**src/rtl/instr_fetch_if.sv**
```systemverilog
// Bundle between the program ROM, the pc counter, the fetch register and the execute stage.
// Handshake: the instruction fields are valid while ir_valid=1 and hold until a rising
// edge sees ir_valid=1 with ex_ready=1, which is the single transfer point; ex_ready may
// be raised or dropped freely and never affects ir_valid in the same cycle.
interface instr_fetch_if #(
    parameter int PC_WIDTH = 4
);
    logic [PC_WIDTH-1:0] pc_in;
    logic [15:0]         instr_in;
    logic                ex_ready;
    logic                flush;
    logic                pc_en;
    logic [15:0]         ir;
    logic [15:0]         ir_k;
    logic [PC_WIDTH-1:0] ir_pc;
    logic                ir_two_word;
    logic                ir_valid;

    // Fetch stage side: produces the instruction and the pc advance request.
    modport master (
        input  pc_in, instr_in, ex_ready, flush,
        output pc_en, ir, ir_k, ir_pc, ir_two_word, ir_valid
    );

    // ROM / pc counter / execute side.
    modport slave (
        output pc_in, instr_in, ex_ready, flush,
        input  pc_en, ir, ir_k, ir_pc, ir_two_word, ir_valid
    );
endinterface

```
**src/rtl/instr_fetch.sv**
```systemverilog
// Instruction fetch register: captures ROM words tagged with their pc, joins AVR
// two-word instructions (JMP, CALL, LDS, STS) and hands them to execute.
module instr_fetch #(
    parameter int PC_WIDTH = 4
) (
    input  logic            clk,
    input  logic            reset,       // asynchronous, active low
    instr_fetch_if.master   bus,
    output logic            o_dbg_state  // 1 while waiting for the second word
);
    typedef enum logic {
        S_FIRST  = 1'b0,
        S_SECOND = 1'b1
    } state_t;

    state_t              r_state;
    state_t              w_state_next;
    logic [15:0]         r_ir;
    logic [15:0]         w_ir_next;
    logic [15:0]         r_ir_k;
    logic [15:0]         w_ir_k_next;
    logic [PC_WIDTH-1:0] r_ir_pc;
    logic [PC_WIDTH-1:0] w_ir_pc_next;
    logic                r_two_word;
    logic                w_two_word_next;
    logic                r_valid;
    logic                w_valid_next;
    logic                w_pc_en;
    logic                w_is_two_word;
    logic                w_slot_free;

    // Opcodes whose second ROM word belongs to the same instruction.
    assign w_is_two_word = ((bus.instr_in & 16'hFE0C) == 16'h940C)   // JMP / CALL
                        || ((bus.instr_in & 16'hFE0F) == 16'h9000)   // LDS
                        || ((bus.instr_in & 16'hFE0F) == 16'h9200);  // STS

    // The holding register can take a new word if empty or being consumed now.
    assign w_slot_free = !r_valid || bus.ex_ready;

    // Next-state and pc advance; flush overrides everything except reset.
    always_comb begin
        w_state_next    = r_state;
        w_ir_next       = r_ir;
        w_ir_k_next     = r_ir_k;
        w_ir_pc_next    = r_ir_pc;
        w_two_word_next = r_two_word;
        w_valid_next    = r_valid;
        w_pc_en         = 1'b0;
        if (bus.flush) begin
            w_valid_next    = 1'b0;
            w_two_word_next = 1'b0;
            w_ir_k_next     = 16'h0000;
            w_state_next    = S_FIRST;
        end else if (r_state == S_SECOND) begin
            // ir_valid is low here, so the slot is always free.
            w_pc_en      = 1'b1;
            w_ir_k_next  = bus.instr_in;
            w_valid_next = 1'b1;
            w_state_next = S_FIRST;
        end else if (w_slot_free) begin
            w_pc_en      = 1'b1;
            w_ir_next    = bus.instr_in;
            w_ir_pc_next = bus.pc_in;
            if (w_is_two_word) begin
                w_two_word_next = 1'b1;
                w_valid_next    = 1'b0;
                w_state_next    = S_SECOND;
            end else begin
                w_ir_k_next     = 16'h0000;
                w_two_word_next = 1'b0;
                w_valid_next    = 1'b1;
            end
        end
    end

    // State and instruction registers, cleared to a NOP by reset.
    always_ff @(posedge clk or negedge reset) begin
        if (!reset) begin
            r_state    <= S_FIRST;
            r_ir       <= 16'h0000;
            r_ir_k     <= 16'h0000;
            r_ir_pc    <= '0;
            r_two_word <= 1'b0;
            r_valid    <= 1'b0;
        end else begin
            r_state    <= w_state_next;
            r_ir       <= w_ir_next;
            r_ir_k     <= w_ir_k_next;
            r_ir_pc    <= w_ir_pc_next;
            r_two_word <= w_two_word_next;
            r_valid    <= w_valid_next;
        end
    end

    // The pc must not move while reset is held, even though the cleared state looks free.
    assign bus.pc_en       = reset & w_pc_en;
    assign bus.ir          = r_ir;
    assign bus.ir_k        = r_ir_k;
    assign bus.ir_pc       = r_ir_pc;
    assign bus.ir_two_word = r_two_word;
    assign bus.ir_valid    = r_valid;
    assign o_dbg_state     = (r_state == S_SECOND);
endmodule
```
**src/flat_wrapper.sv**
```systemverilog
// flat-port wrapper written by rule: the top's interface ports become plain ports
module instr_fetch_flat 
#(
    parameter int PC_WIDTH = 4
)
  (clk, reset, o_dbg_state, bus_pc_in, bus_instr_in, bus_ex_ready, bus_flush, bus_pc_en, bus_ir, bus_ir_k, bus_ir_pc, bus_ir_two_word, bus_ir_valid);
  instr_fetch_if #(.PC_WIDTH(PC_WIDTH)) bus_i ();
  input  logic clk;
  input  logic reset;
  output logic o_dbg_state;
  input wire logic [$bits(bus_i.pc_in)-1:0] bus_pc_in;
  input wire logic [$bits(bus_i.instr_in)-1:0] bus_instr_in;
  input wire logic [$bits(bus_i.ex_ready)-1:0] bus_ex_ready;
  input wire logic [$bits(bus_i.flush)-1:0] bus_flush;
  output wire logic [$bits(bus_i.pc_en)-1:0] bus_pc_en;
  output wire logic [$bits(bus_i.ir)-1:0] bus_ir;
  output wire logic [$bits(bus_i.ir_k)-1:0] bus_ir_k;
  output wire logic [$bits(bus_i.ir_pc)-1:0] bus_ir_pc;
  output wire logic [$bits(bus_i.ir_two_word)-1:0] bus_ir_two_word;
  output wire logic [$bits(bus_i.ir_valid)-1:0] bus_ir_valid;
  assign bus_i.pc_in = bus_pc_in;
  assign bus_i.instr_in = bus_instr_in;
  assign bus_i.ex_ready = bus_ex_ready;
  assign bus_i.flush = bus_flush;
  assign bus_pc_en = bus_i.pc_en;
  assign bus_ir = bus_i.ir;
  assign bus_ir_k = bus_i.ir_k;
  assign bus_ir_pc = bus_i.ir_pc;
  assign bus_ir_two_word = bus_i.ir_two_word;
  assign bus_ir_valid = bus_i.ir_valid;
  instr_fetch #(.PC_WIDTH(PC_WIDTH)) u_core (.clk(clk), .reset(reset), .bus(bus_i), .o_dbg_state(o_dbg_state));
endmodule
```
**config.mk**
```make
export PLATFORM = sky130hd
export DESIGN_NAME = instr_fetch_flat
export DESIGN_NICKNAME = d
export VERILOG_FILES = /design/src/rtl/instr_fetch_if.sv /design/src/rtl/instr_fetch.sv /design/src/flat_wrapper.sv
export SDC_FILE = /design/constraint.sdc
export NUM_CORES = 1
export LEC_CHECK = 0
export ABC_AREA = 1
export CAP_MARGIN = 20
export CELL_PAD_IN_SITES_DETAIL_PLACEMENT = 1
export CELL_PAD_IN_SITES_GLOBAL_PLACEMENT = 1
export CORE_ASPECT_RATIO = 0.6
export CORE_MARGIN = 2
export CORE_UTILIZATION = 32
export DETAILED_ROUTE_END_ITERATION = 16
export HOLD_SLACK_MARGIN = 0.08
export PLACE_DENSITY = 0.78
export SLEW_MARGIN = 10
export SYNTH_ARGS = -nofsm -noshare
export SYNTH_HDL_FRONTEND = slang
export SYNTH_SLANG_ARGS = --single-unit
```
**constraint.sdc**
```tcl
create_clock -name clk -period 1.5 [get_ports clk]
set_input_delay 0.225 -clock clk [delete_from_list [all_inputs] [get_ports clk]]
set_output_delay 0.225 -clock clk [all_outputs]
set_load 0.005 [all_outputs]
```
==> reports/qor.txt <==
==================================================================================
Via count of the first global-routing pass ..........................         1512
Headroom to the max-slew limit ......................................       66.00%
Chip Height .........................................................     59.04 µm
Top Family by Delay on Critical Path ................................ buffers and inverters
Power density relative to cell area ................................. 923.0 mW/mm²
Mapped Nets .........................................................          175
Run status .......................................................... finished clean
Number of DRC markers in iteration 0 ................................           19
Max-cap check violation count .......................................            0
Hold WC Path Type ................................................... flop to flop
Kind of critical path ............................................... flop to output pin
Gate Count Post-Synth ...............................................          151
Area Growth Syn to Fin ..............................................       63.36%
Endpoints failing hold ..............................................            0
Maximum count of clock buffers along a single path ..................            2
Shortest period the worst path allows ...............................     1.443 ns
Number of remaining DRC errors ......................................            0
Fmax ................................................................   0.6931 GHz
Clock Sink Count ....................................................           39
Slew Limit Fails ....................................................            0
Total leakage power .................................................     1.307 nW
Count of antenna diodes in the layout ...............................            0
Number of warnings printed during yosys synthesis ...................            0
Fraction of final layout cells sized beyond drive strength 1 ........       22.31%
Largest net degree at the start of global routing ...................           40
CTS root buffer ..................................................... sky130_fd_sc_hd__clkbuf_8
Number of nets in the layout ........................................          265
End-of-flow core utilization ........................................       56.06%
Average vias per placed instance ....................................        4.639
Overall global routing resource usage ...............................       17.49%
Crit path capture type ..............................................   output pin
Fraction of the cycle the final worst path needs ....................       96.19%
Number of H-tree branching levels ...................................            2
Clock transition at the registers of the reported paths .............      0.08 ns
Total I/O pin count .................................................           64
Area inside the core boundary ....................................... 0.004707 mm²
Number of input and output port buffers inserted ....................           63
Syn Std Cell Area ................................................... 0.001615 mm²
Pin slew with the least headroom to its limit .......................    0.5100 ns
Congestion Overflow GR ..............................................            0
Post-Synthesis Mean Instance Area ...................................    10.70 µm²
FF+latch count, synth ...............................................           39
Per-cell routed wire length .........................................     15.99 µm
First-pass iteration count of the detailed router ...................            4
Floorplan die width .................................................     95.72 µm
Number of buffers inserted during clock tree synthesis ..............            5
Critical path's slowest cell ........................................ sky130_fd_sc_hd__clkdlybuf4s50_1
Starting density of the core ........................................       34.32%
Wire length of the first global-routing pass ........................      7376 µm
Number of placement rows ............................................           19
Total chip power ....................................................     2.436 mW
IR drop worst, VDD ..................................................     571.8 µV
Register area share after synthesis .................................       60.42%
Buffers and inverters on the worst path .............................            1
Setup Skew ..........................................................  0.007448 ns
Data required time at the worst endpoint ............................      1.27 ns
Placer's final routability congestion estimate ......................       0.7511
Full die area ....................................................... 0.005651 mm²
Worst-Skew Late Latency .............................................      0.29 ns
Type of element launching the critical path .........................         flop
Number of vias after detailed routing ...............................         1415
Cell breakdown of the critical path ................................. clkdlybuf4s50_1
Sum of net half-perimeters after detailed placement .................      3379 µm
Number of antenna violations at the first check in global routing ...            0
Total wirelength of the detailed-routed design ......................      4876 µm
Fill cell count .....................................................          535
Critical path fanouts, max ..........................................            2
Crit path arrival time ..............................................      1.22 ns
Number of setup violations in the final report ......................            0
Count of different cell masters after synthesis .....................           16
Longest individual stage delay on the worst path ....................      0.52 ns
CTS tree ............................................................        built
Remaining number of nets flagged by the antenna check after routing .            0
==================================================================================
per-layer routing:
metal,GRT usage [%],vias to the layer above,share of wire [%]
li1,-,665,-
met4,3.061,0,0.82
met1,22.33,694,44
met2,28.67,53,46
met3,7.125,3,9.2
met5,0,-,0
through the flow:
step	worst slack [ns]	cell area, µm²	std cells	TNS, ns	hold slack, ns
2_1_floorplan	0.2101	1615	151	0	-0.07059
4_1_cts	-0.001240	2595	305	-0.001240	0.5016
6_report	0.05720	2639	305	0	0.4981
3_3_place_gp	-0.1915	2426	289	-3.883	0.3292
5_1_grt	-0.005146	2639	305	-0.005146	0.4998
3_5_place_dp	-0.2491	2426	289	-4.833	0.3356
synthesized netlist by cell type:
cell / n / area (µm²)
sky130_fd_sc_hd__mux2_2: 5 / 56.30
sky130_fd_sc_hd__nand2_2: 1 / 6.260
sky130_fd_sc_hd__nor2_4: 1 / 11.26
sky130_fd_sc_hd__o21ai_0: 6 / 30.03
sky130_fd_sc_hd__buf_6: 1 / 11.26
sky130_fd_sc_hd__dfrtp_1: 39 / 975.9
sky130_fd_sc_hd__nor3_1: 1 / 5.000
sky130_fd_sc_hd__clkbuf_1: 2 / 7.510
sky130_fd_sc_hd__inv_1: 9 / 33.78
sky130_fd_sc_hd__nand3_1: 19 / 95.09
sky130_fd_sc_hd__nand2_1: 44 / 165.2
sky130_fd_sc_hd__mux2_4: 10 / 150.1
sky130_fd_sc_hd__nor2_1: 9 / 33.78
sky130_fd_sc_hd__buf_4: 2 / 15.01
sky130_fd_sc_hd__nand2_4: 1 / 11.26
sky130_fd_sc_hd__nand3b_1: 1 / 7.510
cell families (layout without fill, tap and decap cells):
kind of cell | after synthesis | in the layout | share of synthesized area, %
and+or+nand+nor | 77 | 77 | 20.76
DFF | 39 | 39 | 60.42
muxes | 15 | 15 | 12.78
buffers and inverters | 14 | 105 | 4.183
AOI/OAI and AO/OA | 6 | 6 | 1.859
final timing paths:
check                                          from                     end  slack [ns]  depth (start not counted)
min in group asynchronous                     reset     u_core.bus.ir_valid        0.56                          3
worst max register to register  u_core.bus.ir_valid  u_core.bus.ir_two_word        0.08                         10
worst min-delay path               u_core.bus.ir[3]        u_core.bus.ir[3]        0.50                          2
worst max-delay path              u_core.bus.ir[12]              bus_ir[12]        0.06                          1
worst min register to register     u_core.bus.ir[3]        u_core.bus.ir[3]        0.50                          2
max in group asynchronous                     reset        u_core.bus.ir[0]        0.58                          3
placed cells by master (no fill, tap or decap), types with 2 or more instances in the layout:
cell / instances
sky130_fd_sc_hd__clkdlybuf4s50_1: 59
sky130_fd_sc_hd__nand2_1: 44
sky130_fd_sc_hd__dfrtp_1: 39
sky130_fd_sc_hd__buf_4: 21
sky130_fd_sc_hd__nand3_1: 19
sky130_fd_sc_hd__mux2_4: 11
sky130_fd_sc_hd__inv_1: 8
sky130_fd_sc_hd__nor2_1: 7
sky130_fd_sc_hd__clkbuf_8: 7
sky130_fd_sc_hd__o21ai_0: 5
sky130_fd_sc_hd__mux2_2: 4
sky130_fd_sc_hd__nor2_4: 2
where the power goes:
part           switching, mW  internal [mW]
combinational          0.176          0.314
sequential            0.0445           1.12
clock                  0.358          0.420
flip-flops by register name (all words and copies together) (netlist names):
signal and cells:
u_core.bus.ir 16, u_core.bus.ir_k 16, u_core.bus.ir_pc 4, u_core.bus.ir_two_word 1, u_core.bus.ir_valid 1, u_core.o_dbg_state 1
cell type report:
| cell class | instances | area [µm²] | area share [%] |
|---|---|---|---|
| multi-input combinational | 98 | 599.3 | 22.71 |
| timing repair buffer | 88 | 845.8 | 32.05 |
| tap | 63 | 78.83 | 2.987 |
| inverter | 9 | 38.79 | 1.470 |
| clock buffer | 8 | 100.1 | 3.793 |
| sequential | 39 | 975.9 | 36.98 |
what timing repair did:
item	in CTS	in global routing
gates cloned	0	1
endpoints found under the setup margin	2	27
hold buffers	1	0
buffers inserted	7	0
resized for setup	6	10
pin swaps	3	4
endpoints found under the hold margin	39	0
No activity file was read; power rests on OpenSTA's default activity.
